===== src/rtl/vga_timing_gen.sv =====
// vga_timing_gen: free-running VGA raster counter with aligned decode,
// delayed sync/DE pins and an optional 1 Hz tick (macro VGA_TICK_1HZ_EN).
// Ports: clk, rst_n (async, active-low); x, y, active, line_start and
// frame_start aligned with the counter; hsync_o, vsync_o, de_o delayed
// by SYNC_DELAY cycles; tick_1hz (constant 0 unless VGA_TICK_1HZ_EN).
module vga_timing_gen #(
    parameter int H_ACTIVE       = 640,
    parameter int H_FP           = 16,
    parameter int H_SYNC         = 96,
    parameter int H_BP           = 48,
    parameter int V_ACTIVE       = 480,
    parameter int V_FP           = 10,
    parameter int V_SYNC         = 2,
    parameter int V_BP           = 33,
    parameter bit HS_POL         = 1'b0,
    parameter bit VS_POL         = 1'b0,
    parameter int SYNC_DELAY     = 3,
    parameter int FRAMES_PER_SEC = 60
) (
    input  logic       clk,
    input  logic       rst_n,
    output logic [9:0] x,
    output logic [9:0] y,
    output logic       active,
    output logic       line_start,
    output logic       frame_start,
    output logic       hsync_o,
    output logic       vsync_o,
    output logic       de_o,
    output logic       tick_1hz
);

    localparam int H_TOTAL = H_ACTIVE + H_FP + H_SYNC + H_BP;
    localparam int V_TOTAL = V_ACTIVE + V_FP + V_SYNC + V_BP;

    localparam logic [9:0]  H_LAST = 10'(H_TOTAL - 1);
    localparam logic [9:0]  V_LAST = 10'(V_TOTAL - 1);
    localparam logic [10:0] H_ACT  = 11'(H_ACTIVE);
    localparam logic [10:0] V_ACT  = 11'(V_ACTIVE);
    localparam logic [10:0] HS_BEG = 11'(H_ACTIVE + H_FP);
    localparam logic [10:0] HS_END = 11'(H_ACTIVE + H_FP + H_SYNC);
    localparam logic [10:0] VS_BEG = 11'(V_ACTIVE + V_FP);
    localparam logic [10:0] VS_END = 11'(V_ACTIVE + V_FP + V_SYNC);

    generate
        if (H_TOTAL > 1024 || V_TOTAL > 1024) begin : g_bad_total
            $error("vga_timing_gen: H_TOTAL/V_TOTAL must be <= 1024");
        end
        if (FRAMES_PER_SEC < 1 || SYNC_DELAY < 0) begin : g_bad_cfg
            $error("vga_timing_gen: bad FRAMES_PER_SEC or SYNC_DELAY");
        end
    endgenerate

    logic [9:0] x_n;
    logic [9:0] y_n;
    logic       act_n;
    logic       hs_n;
    logic       vs_n;
    logic       ls_n;
    logic       fs_n;
    logic       hs_a;
    logic       vs_a;

    // Decoding the next-state keeps every aligned output describing
    // the same pixel that x/y hold in the same cycle.
    always_comb begin
        x_n = x + 10'd1;
        y_n = y;
        if (x == H_LAST) begin
            x_n = '0;
            y_n = (y == V_LAST) ? '0 : y + 10'd1;
        end
        act_n = ({1'b0, x_n} < H_ACT) && ({1'b0, y_n} < V_ACT);
        hs_n  = ({1'b0, x_n} >= HS_BEG) && ({1'b0, x_n} < HS_END);
        vs_n  = ({1'b0, y_n} >= VS_BEG) && ({1'b0, y_n} < VS_END);
        ls_n  = (x_n == '0);
        fs_n  = (x_n == '0) && (y_n == '0);
    end

    // Reset parks the counter on the last pixel so the first edge
    // after release lands on (0,0) and the first frame is whole.
    always_ff @(posedge clk or negedge rst_n) begin
        if (!rst_n) begin
            x           <= H_LAST;
            y           <= V_LAST;
            active      <= 1'b0;
            line_start  <= 1'b0;
            frame_start <= 1'b0;
            hs_a        <= ~HS_POL;
            vs_a        <= ~VS_POL;
        end else begin
            x           <= x_n;
            y           <= y_n;
            active      <= act_n;
            line_start  <= ls_n;
            frame_start <= fs_n;
            hs_a        <= hs_n ? HS_POL : ~HS_POL;
            vs_a        <= vs_n ? VS_POL : ~VS_POL;
        end
    end

    generate
        if (SYNC_DELAY == 0) begin : g_nodly
            assign hsync_o = hs_a;
            assign vsync_o = vs_a;
            assign de_o    = active;
        end else begin : g_dly
            logic [SYNC_DELAY-1:0] hs_d;
            logic [SYNC_DELAY-1:0] vs_d;
            logic [SYNC_DELAY-1:0] de_d;

            always_ff @(posedge clk or negedge rst_n) begin
                if (!rst_n) begin
                    hs_d <= {SYNC_DELAY{~HS_POL}};
                    vs_d <= {SYNC_DELAY{~VS_POL}};
                    de_d <= '0;
                end else begin
                    hs_d[0] <= hs_a;
                    vs_d[0] <= vs_a;
                    de_d[0] <= active;
                    for (int i = 1; i < SYNC_DELAY; i++) begin
                        hs_d[i] <= hs_d[i-1];
                        vs_d[i] <= vs_d[i-1];
                        de_d[i] <= de_d[i-1];
                    end
                end
            end

            assign hsync_o = hs_d[SYNC_DELAY-1];
            assign vsync_o = vs_d[SYNC_DELAY-1];
            assign de_o    = de_d[SYNC_DELAY-1];
        end
    endgenerate

`ifdef VGA_TICK_1HZ_EN
    localparam int CW = (FRAMES_PER_SEC > 1) ? $clog2(FRAMES_PER_SEC) : 1;
    localparam logic [CW-1:0] F_LAST = CW'(FRAMES_PER_SEC - 1);

    logic [CW-1:0] fcnt;

    // Tick fires in the same cycle as the frame_start that wraps fcnt.
    always_ff @(posedge clk or negedge rst_n) begin
        if (!rst_n) begin
            fcnt     <= '0;
            tick_1hz <= 1'b0;
        end else begin
            tick_1hz <= fs_n && (fcnt == F_LAST);
            if (fs_n) begin
                fcnt <= (fcnt == F_LAST) ? '0 : fcnt + CW'(1);
            end
        end
    end
`else
    assign tick_1hz = 1'b0;
`endif

endmodule

===== config.mk =====
export PLATFORM = sky130hd
export DESIGN_NAME = vga_timing_gen
export DESIGN_NICKNAME = d
export VERILOG_FILES = /design/src/rtl/vga_timing_gen.sv
export SDC_FILE = /design/constraint.sdc
export NUM_CORES = 1
export LEC_CHECK = 0
export BUFFER_PORTS_ARGS = -buffer_cell sky130_fd_sc_hd__buf_4
export CAP_MARGIN = 5
export CORE_MARGIN = 1.5
export CORE_UTILIZATION = 62
export CTS_BUF_LIST = sky130_fd_sc_hd__clkbuf_4
export DETAILED_ROUTE_END_ITERATION = 10
export GPL_TIMING_DRIVEN = 0
export PLACE_DENSITY = 0.87
export SYNTH_ARGS = -nofsm -noshare
export SYNTH_HDL_FRONTEND = slang
export SYNTH_SLANG_ARGS = --single-unit

===== constraint.sdc =====
create_clock -name clk -period 5.8 [get_ports clk]
set_input_delay 0 -clock clk [delete_from_list [all_inputs] [get_ports clk]]
set_output_delay 0 -clock clk [all_outputs]
set_load 0.01 [all_outputs]

==> results.py, run 1 <==
metrics = {
    "floorplan": {
        "ios": 29,
        "core-area_um2": 2520,
        "die_height_um": 55.0,
        "die-width_um": 55.0,
        "die_area_um2": 3030,
        "initial_core_util_pct": 66.5,
        "fp-row-count": 18,
    },
    "placed_design": {
        "io_buffers": 27,
        "post-place-ws_ns": 3.23,
        "gp_congestion": 0.882,
        "dp_hpwl_um": 2330,
    },
    "layout": {
        "final_common_cell": "buf_4",
        "finalNetCount": 196,
        "diodes": 0,
        "area_growth_pct": 21.0,
        "drive_gt1_share_pct": 36.5,
        "final_cell_mix": "buf_4, dfstp_2, dfrtp_1",
    },
    "power_and_ir_drop": {
        "p_per_area_nw_per_um2": 225,
        "p_leak_nw": 0.903,
        "ir_drop_uv": 224,
    },
    "yosys": {
        "netlist.area_leader.share_pct": 28.2,
        "ys_seq_area_share_pct": 52.1,
        "synth_cell_type_count": 48,
        "async_flop_share_pct": 100,
        "synth_edf_count": 0,
        "syn_nets": 161,
        "ys_warn_count": 0,
        "yosys.area.top_type": "dfstp_2",
        "synthCells": 156,
        "syn_area_um2": 1680,
        "synthTopCellsByArea": "dfstp_2, dfrtp_1, xnor2_1, nand3_1, nand2_1",
        "synth.avg_cell_area_um2": 10.8,
        "synth_top_flop_cell": "dfstp_2",
        "ys_seq_elements": 34,
    },
    "sta": {
        "worst_pin_slew_ns": 0.553,
        "grt_setup_unrepaired": "no",
        "finalWorstSetupSlack_ns": 3.21,
        "fin_crit_ns": 2.59,
        "final-hold-violation-count": 0,
        "maxSlewViolCount": 0,
        "period_share_pct": 44.7,
        "setup_violations": 0,
        "fin_tns_setup_ns": 0,
        "slew_headroom_pct": 62.2,
        "clock.fmax_mhz": 386,
        "skew_ns": 0.0115,
    },
    "critical_path": {
        "r2r_end": "vs_a",
        "arrival_ns": 2.86,
        "critPathKind": "flop to flop",
        "rrSetupSlack_ns": 3.21,
        "r2r-start": "x[0]",
        "cp-start-kind": "flop",
        "r2r_cells": 8,
        "required_ns": 6.06,
        "crit_fanout": 10,
        "cp-end-kind": "flop",
    },
    "detailed_routing": {
        "routedWlPerCell_um": 15.3,
        "viasPerCell": 5.71,
        "ant_nets": 0,
        "totalWireLength_um": 3390,
        "via_count": 1268,
        "drt_iter0_markers": 19,
        "drt-pass1-iter-count": 4,
        "drc": 0,
    },
    "cts": {
        "cts_buffer_depth": 2,
        "postCtsSetupBuffers": 0,
        "cts.sinks": 34,
        "clk_latency_ns": 0.34,
        "clkTransAtPathRegs_ns": 0.11,
        "numCtsBuffers": 5,
        "postCtsHoldBufs": 1,
        "cts_max_level": 2,
        "cts_root_buf": "clkbuf_4",
        "cts.repair.resized": 0,
        "cts_tree": "yes",
    },
    "grt": {
        "overflow": 0,
        "grt_use_total_pct": 25.1,
        "grt_pass1_vias": 1168,
        "grt_first_pass_wirelength_um": 5200,
        "grt_start_max_net_pins": 35,
        "antenna_found_initial": 0,
    },
    "min_path": {
        "hold_path_class": "input pin to asynchronous set/reset pin",
    },
    "run_status": {
        "status": "complete, no violations",
    },
    "flow_run": {
        "drv_cap": 0,
    },
}
[state kept, by name, indices dropped and copies added (netlist names)]
name / cells
active: 1
frame_start: 1
g_dly.de_d: 3
g_dly.hs_d: 3
g_dly.vs_d: 3
hs_a: 1
line_start: 1
vs_a: 1
x: 10
y: 10
[routing by layer]
layer  GRT usage, %  up-vias  routed length (um)  share of wire, %
li1               -      611                   -                 -
met1           31.2      611                1500                44
met2           41.5       40                1690                50
met3           9.14        6                 168               5.0
met4           6.10        0                  31              0.91
met5              0        -                   0                 0
[worst max-delay path: stages, from the launching register on]
cell	delay (ns)
dfstp_2	0.58
ha_1	0.25
and4_4	0.28
and3_1	0.20
buf_6	0.14
nand4_1	0.12
xnor2_1	0.21
nor4_2	0.35
or3b_1	0.38
[area by class of cell]
cell class	count	area [um2]
buffer	7	48.8
clock buffer	5	37.5
clock inverter	3	63.8
fill	154	493
inverter	9	33.8
multi-input combinational	106	722
sequential	34	873
tap	30	37.5
timing repair buffer	28	213
[report_power, final]
group / internal, mW / total (mW) / switching, mW
Sequential: 0.238 / 0.238 / 0
Clock: 0.133 / 0.212 / 0.0796
Combinational: 0.00133 / 0.00595 / 0.00463
Total: 0.372 / 0.456 / 0.0842
[cell families after synthesis]
kind of cell	count (synthesis)	share of synthesized area, %
XOR/XNOR	15	7.83
other	1	0.223
flip-flops	34	52.1
multiplexers	3	1.86
buffers and inverters	16	4.92
AND/OR/NAND/NOR	67	24.3
adder cells (fa/ha/maj)	3	2.24
AO/OA/AOI/OAI	17	6.56
[cells in the mapped netlist, types with 2 or more instances]
library cell   n
nand3_1       15
a21oi_1        2
nor4_1         2
and3_1         2
xnor2_1       10
nand2b_1       2
inv_1          9
o21ai_0        4
ha_1           3
nor3_2         2
dfrtp_1       16
nor3_1         6
nor2_1        10
xor2_1         5
a31oi_1        2
nand4_1        2
a211oi_1       2
dfstp_2       18
nand2_1       12
buf_2          2
mux2i_1        2
buf_6          2
[stage by stage]
stage / utilization, % / cell area (um2) / total power [mW] / std cells / hold WS [ns]
2_1_floorplan: - / 1680 / 0.243 / 156 / -0.296
4_1_cts: 80.5 / 2030 / 0.459 / 222 / 0.137
5_1_grt: 80.5 / 2030 / 0.473 / 222 / 0.175
3_5_place_dp: 76.0 / 1920 / 0.247 / 213 / -0.0402
6_report: 80.5 / 2030 / 0.456 / 222 / 0.126
3_3_place_gp: 76.0 / 1920 / 0.247 / 213 / -0.0446
[worst max-delay path by stage]
| stage | startpoint | cells after the start | to |
|---|---|---|---|
| after floorplan | x[0] | 8 | vs_a |
| after global placement | x[0] | 8 | vs_a |
| after detailed placement | x[0] | 8 | vs_a |
| after CTS | x[0] | 8 | vs_a |
| after global routing | x[0] | 8 | vs_a |
| final | x[0] | 8 | vs_a |
No activity file was read; power rests on OpenSTA's default activity.
==> inputs of run 2 (changes only) <==
--- a/config.mk
+++ b/config.mk
@@ -8,11 +8,11 @@
 export BUFFER_PORTS_ARGS = -buffer_cell sky130_fd_sc_hd__buf_4
 export CAP_MARGIN = 5
 export CORE_MARGIN = 1.5
-export CORE_UTILIZATION = 62
+export CORE_UTILIZATION = 52
 export CTS_BUF_LIST = sky130_fd_sc_hd__clkbuf_4
 export DETAILED_ROUTE_END_ITERATION = 10
 export GPL_TIMING_DRIVEN = 0
-export PLACE_DENSITY = 0.87
+export PLACE_DENSITY = 0.78
 export SYNTH_ARGS = -nofsm -noshare
 export SYNTH_HDL_FRONTEND = slang
 export SYNTH_SLANG_ARGS = --single-unit
==> constraint.sdc (replaced) <==
create_clock -name clk -period 2.3 [get_ports clk]
set_input_delay 0 -clock clk [delete_from_list [all_inputs] [get_ports clk]]
set_output_delay 0 -clock clk [all_outputs]
set_load 0.01 [all_outputs]
==> run 2 against run 1 <==
  * The run now ends with negative setup slack left
  * Clock-buffer cell count up 1
  * Via count grew 2.3%
  * Critical path depth is the same
  * Hold slack got worse by 0.016 ns
  * Sequential power rose to 2.5 times the previous value
  * Utilization down 12 points
  * Cell area rose by 2.8%
  * Highest routed layer unchanged
==> results.py, run 2 (synthesized netlist as in run 1, its figures left out) <==
metrics = {
    "floorplan": {
        "die-width_um": 59.8,
        "fp-row-count": 20,
        "initial_core_util_pct": 55.0,
        "ios": 29,
        "core-area_um2": 3050,
        "die_area_um2": 3580,
        "die_height_um": 59.8,
    },
    "sta": {
        "slew_headroom_pct": 62.8,
        "final-hold-violation-count": 0,
        "grt_setup_unrepaired": "yes",
        "setup_violations": 2,
        "skew_ns": 0.0160,
        "fin_crit_ns": 2.36,
        "finalWorstSetupSlack_ns": -0.0553,
        "maxSlewViolCount": 0,
        "fin_tns_setup_ns": -0.0578,
        "period_share_pct": 102,
        "clock.fmax_mhz": 425,
        "worst_pin_slew_ns": 0.554,
    },
    "run_status": {
        "status": "finished with violations",
        "violations": "negative setup slack",
    },
    "layout": {
        "instances_no_fill": 241,
        "drive_gt1_share_pct": 41.6,
        "diodes": 0,
        "nFillCells": 237,
        "area_growth_pct": 24.4,
        "ff_latch_area_um2": 873,
        "multi_input_area_um2": 763,
        "final_common_cell": "buf_4",
        "finalNetCount": 201,
        "largest_registers": "x (10), y (10)",
        "fin_util_pct": 68.4,
        "final_cell_mix": "buf_4, dfstp_2, dfrtp_1",
    },
    "detailed_routing": {
        "drt-pass1-iter-count": 4,
        "viasPerCell": 5.38,
        "ant_nets": 0,
        "routedWlPerCell_um": 14.3,
        "drc": 0,
        "via_count": 1297,
        "drt_iter0_markers": 50,
        "totalWireLength_um": 3440,
    },
    "placed_design": {
        "dp_hpwl_um": 2330,
        "io_buffers": 27,
        "dpl.cell_count": 227,
        "gp_congestion": 0.790,
    },
    "cts": {
        "cts_max_level": 2,
        "numCtsBuffers": 5,
        "cts_root_buf": "clkbuf_4",
        "cts_buffer_depth": 2,
        "cts_tree": "yes",
        "cts.sinks": 34,
        "clk_latency_ns": 0.35,
        "clkTransAtPathRegs_ns": 0.12,
    },
    "grt": {
        "grt_first_pass_wirelength_um": 5430,
        "overflow": 0,
        "use_met3_pct": 6.06,
        "grt_use_met1_pct": 26.9,
        "grt.busiest_layer": "met2",
        "use_met2_pct": 32.9,
        "grt_start_max_net_pins": 35,
        "grt_use_total_pct": 20.6,
        "grt_pass1_vias": 1169,
        "antenna_found_initial": 0,
    },
    "power_and_ir_drop": {
        "p_leak_nw": 0.922,
        "ir_drop_uv": 404,
        "p_per_area_nw_per_um2": 454,
    },
    "critical_path": {
        "required_ns": 2.57,
        "cp-start-kind": "flop",
        "crit_fanout": 6,
        "arrival_ns": 2.63,
        "cp-end-kind": "flop",
        "critPathKind": "flop to flop",
    },
    "flow_run": {
        "drv_cap": 0,
    },
    "min_path": {
        "hold_path_class": "input pin to asynchronous set/reset pin",
    },
}
-- run 2: area by class of cell --
type                       count  area share (%)
timing repair buffer          36            13.1
clock inverter                 2           0.420
clock buffer                   6            2.16
multi-input combinational    106            36.6
inverter                       9            1.62
buffer                         4            1.68
sequential                    34            41.8
tap                           44            2.64
-- run 2: worst paths after layout --
check / startpoint / endpoint / slack [ns] / cells after the start
setup / recovery: x[1] / vs_a / -0.06 / 8
hold / removal: rst_n / x[6] / 0.11 / 2
setup reg to reg: x[1] / vs_a / -0.06 / 8
hold reg to reg: g_dly.de_d[0] / g_dly.de_d[1] / 0.36 / 0
max in group asynchronous: rst_n / y[9] / 1.85 / 2
min in group clk: g_dly.de_d[0] / g_dly.de_d[1] / 0.36 / 0
-- run 2: critical path: stages, from the launching register on --
cell	delay (ns)
dfstp_2	0.58
ha_4	0.15
and4_4	0.25
and3_4	0.19
buf_6	0.11
nand4_1	0.12
xnor2_2	0.20
nor4_2	0.28
or3b_1	0.38
-- run 2: what timing repair did --
item                                    4_1_cts  5_1_grt
buffers inserted                              2        6
endpoints found under the setup margin        2        3
pin swaps                                     1        5
hold endpoints to repair                     34        0
hold buffers                                  1        0
resized for setup                             1        4
-- run 2: stage by stage --
step / total power, mW / hold slack (ns) / area [um2] / setup WS (ns)
final: 0.948 / 0.110 / 2090 / -0.0553
after global routing: 0.985 / 0.140 / 2090 / -0.114
after CTS: 0.953 / 0.129 / 2030 / -0.0283
after detailed placement: 0.624 / -0.0371 / 1950 / -0.149
after global placement: 0.624 / -0.0404 / 1950 / -0.124
after floorplan: 0.612 / -0.296 / 1690 / 0.0198
-- run 2: where the power goes --
group          internal, mW  switching [mW]
Sequential            0.599               0
Combinational       0.00334          0.0116
Clock                 0.127           0.208
-- run 2: metal layers --
metal / up-vias / part of all wire [%]
met5: - / 0
met1: 623 / 43
li1: 619 / -
met2: 47 / 50
met3: 8 / 5.4
met4: 0 / 1.2
==> inputs of run 3 (changes only) <==
--- a/config.mk
+++ b/config.mk
@@ -5,6 +5,7 @@
 export SDC_FILE = /design/constraint.sdc
 export NUM_CORES = 1
 export LEC_CHECK = 0
+export ABC_AREA = 1
 export BUFFER_PORTS_ARGS = -buffer_cell sky130_fd_sc_hd__buf_4
 export CAP_MARGIN = 5
 export CORE_MARGIN = 1.5
@@ -12,7 +13,7 @@
 export CTS_BUF_LIST = sky130_fd_sc_hd__clkbuf_4
 export DETAILED_ROUTE_END_ITERATION = 10
 export GPL_TIMING_DRIVEN = 0
-export PLACE_DENSITY = 0.78
+export PLACE_DENSITY = 0.77
 export SYNTH_ARGS = -nofsm -noshare
 export SYNTH_HDL_FRONTEND = slang
 export SYNTH_SLANG_ARGS = --single-unit
==> run 3 against run 2 <==
  * The flow now finishes without violations
  * Utilization shrank 2.4 points
  * Largest cell class unchanged
  * Hold slack gained 0.011 ns
  * Sequential power is essentially flat
  * Critical path depth grew 2
  * Global-route usage grew 1.8 points
  * Combinational power is essentially flat
  * Highest routed layer unchanged
==> results.py, run 3 <==
metrics = {
    "floorplan": {
        "die_height_um": 62.1,
        "fp-row-count": 21,
        "core-area_um2": 3340,
        "die_area_um2": 3850,
        "ios": 29,
        "die-width_um": 62.1,
        "initial_core_util_pct": 54.4,
    },
    "critical_path": {
        "crit_chain": "ha_1 -> nand2_2 -> inv_1 -> nand2_2 -> nor3_4 -> nand3_1 -> o21ai_2 -> nand3_1 -> nor2_1 -> nor2_1",
        "cp-start-kind": "flop",
        "crit_buf_inv": 1,
        "critPathKind": "flop to flop",
        "cp-end-kind": "flop",
        "critPathMaxStageDelay_ns": 0.58,
        "crit_family": "simple AND/OR/NAND/NOR gates",
        "required_ns": 2.53,
        "crit_fanout": 6,
        "cp_slowest_cell": "dfstp_2",
        "arrival_ns": 2.32,
    },
    "sta": {
        "skew_ns": 0.00650,
        "grt_setup_unrepaired": "no",
        "finalWorstSetupSlack_ns": 0.211,
        "maxSlewViolCount": 0,
        "final-hold-violation-count": 0,
        "setup_violations": 0,
        "clock.fmax_mhz": 479,
        "fin_tns_setup_ns": 0,
        "fin_crit_ns": 2.09,
        "period_share_pct": 90.8,
    },
    "detailed_routing": {
        "via_count": 1586,
        "drt-pass1-iter-count": 4,
        "drc": 0,
        "viasPerCell": 4.94,
        "drt_iter0_markers": 102,
        "totalWireLength_um": 3820,
        "routedWlPerCell_um": 11.9,
        "ant_nets": 0,
    },
    "cts": {
        "cts_max_level": 2,
        "cts.sinks": 34,
        "cts_buffer_depth": 2,
        "cts_root_buf": "clkbuf_4",
        "clk_latency_ns": 0.34,
        "cts_tree": "yes",
        "numCtsBuffers": 5,
        "clkTransAtPathRegs_ns": 0.11,
    },
    "yosys": {
        "netlist.area_leader.share_pct": 26.1,
        "synthCells": 239,
        "ys_seq_area_share_pct": 48.1,
        "synthTopCellsByArea": "dfstp_2, dfrtp_1, nand2_1, inv_1, nand3_1",
        "synth.mux.area_fraction_pct": 0,
        "syn_nets": 244,
        "synth-compound-area-share_pct": 3.10,
        "synth_top_flop_cell": "dfstp_2",
        "synth_fa_ha_area_share_pct": 2.07,
        "synthXorXnorAreaFrac_pct": 0,
        "synth_top_family_by_area": "simple AND/OR/NAND/NOR gates",
        "synth_edf_count": 0,
        "yosysMostFrequentCell": "nand2_1",
        "synthSimpleGateAreaFrac_pct": 36.0,
        "synth.avg_cell_area_um2": 7.59,
        "ys_seq_elements": 34,
        "ys_warn_count": 0,
        "synthTopCellsByCount": "nand2_1, inv_1, nor2_1, nand3_1, dfstp_2",
        "async_flop_share_pct": 100,
        "yosys.area.top_type": "dfstp_2",
        "synth_cell_type_count": 23,
        "syn_area_um2": 1810,
    },
    "grt": {
        "grt.busiest_layer": "met2",
        "grt_pass1_vias": 1476,
        "overflow": 0,
        "use_met3_pct": 5.18,
        "grt_use_total_pct": 22.4,
        "use_met2_pct": 35.6,
        "grt_start_max_net_pins": 35,
        "grt_first_pass_wirelength_um": 6240,
        "grt_use_met1_pct": 28.5,
        "antenna_found_initial": 0,
    },
    "power_and_ir_drop": {
        "ir_drop_uv": 406,
        "p_leak_nw": 1.18,
        "p_per_area_nw_per_um2": 532,
    },
    "layout": {
        "finalNetCount": 279,
        "final_common_cell": "nand2_1",
        "diodes": 0,
        "drive_gt1_share_pct": 24.4,
        "instances_no_fill": 321,
        "nFillCells": 311,
        "largest_registers": "x (10), y (10)",
        "area_growth_pct": 21.2,
        "final_cell_mix": "nand2_1, inv_1, nor2_1",
    },
    "placed_design": {
        "post-place-ws_ns": 0.227,
        "dp_hpwl_um": 2790,
        "io_buffers": 27,
        "gp_congestion": 0.864,
        "dpl.cell_count": 312,
    },
    "run_status": {
        "status": "complete, no violations",
    },
    "flow_run": {
        "drv_cap": 0,
    },
    "min_path": {
        "hold_path_class": "input pin to asynchronous set/reset pin",
    },
}
-- run 3: what timing repair did --
| action | 4_1_cts | 5_1_grt |
|---|---|---|
| gates resized for setup | 0 | 1 |
| setup endpoints to repair | 0 | 1 |
| hold endpoints to repair | 34 | 0 |
| hold buffers | 1 | 0 |
| setup buffers | 0 | 0 |
-- run 3: final cells by class --
cell class / count / area [um2] / share of cell area (%)
inverter: 46 / 173 / 7.85
multi-input combinational: 156 / 759 / 34.5
clock inverter: 3 / 68.8 / 3.13
tap: 46 / 57.6 / 2.62
clock buffer: 5 / 37.5 / 1.71
buffer: 3 / 17.5 / 0.796
sequential: 34 / 873 / 39.7
timing repair buffer: 28 / 213 / 9.67
-- run 3: per-stage QoR --
stage	cell area [um2]	total power, mW	util [%]	hold slack, ns
after floorplan	1810	0.612	-	-0.296
after global routing	2200	1.21	65.9	0.166
after detailed placement	2070	0.624	62.2	-0.0382
after CTS	2190	1.18	65.7	0.131
after global placement	2070	0.624	62.2	-0.0417
final	2200	1.17	65.9	0.121
-- run 3: cells by family (layout without fill, tap and decap cells) --
logic type                 count (synthesis)  in the layout
AOI/OAI and AO/OA                          9              9
adders and majority gates                  3              3
buffers and inverters                     49             85
DFF                                       34             34
other                                      1              1
and+or+nand+nor                          143            143
-- run 3: path summary, 6_finish.rpt --
| kind | slack, ns | to | start | depth (start not counted) |
|---|---|---|---|---|
| max | 0.21 | active | x[0] | 10 |
| min | 0.12 | y[4] | rst_n | 2 |
| max reg2reg | 0.21 | active | x[0] | 10 |
| min reg2reg | 0.36 | g_dly.hs_d[1] | g_dly.hs_d[0] | 0 |
| max in group asynchronous | 1.86 | x[8] | rst_n | 2 |
| min in group clk | 0.36 | g_dly.hs_d[1] | g_dly.hs_d[0] | 0 |
-- run 3: worst reg2reg max path: cells and delay by family (launching register included) --
family	cells	cell delay, ns
buffers and inverters	1	0.11
adder cells (fa/ha/maj)	1	0.19
AND/OR/NAND/NOR	7	1.01
AO/OA/AOI/OAI	1	0.10
flip-flops	1	0.58
-- run 3: metal layers --
| metal | wire, um | vias to the layer above |
|---|---|---|
| met3 | 236 | 17 |
| met5 | 0 | - |
| met2 | 1790 | 50 |
| met1 | 1670 | 713 |
| met4 | 123 | 0 |
| li1 | - | 806 |
-- run 3: where the power goes --
group	leakage, nW	total [mW]	switching (mW)	internal (mW)
Clock	0.0554	0.557	0.217	0.340
Sequential	0.386	0.599	0	0.599
Combinational	0.734	0.0147	0.0114	0.00335
Total	1.18	1.17	0.228	0.943
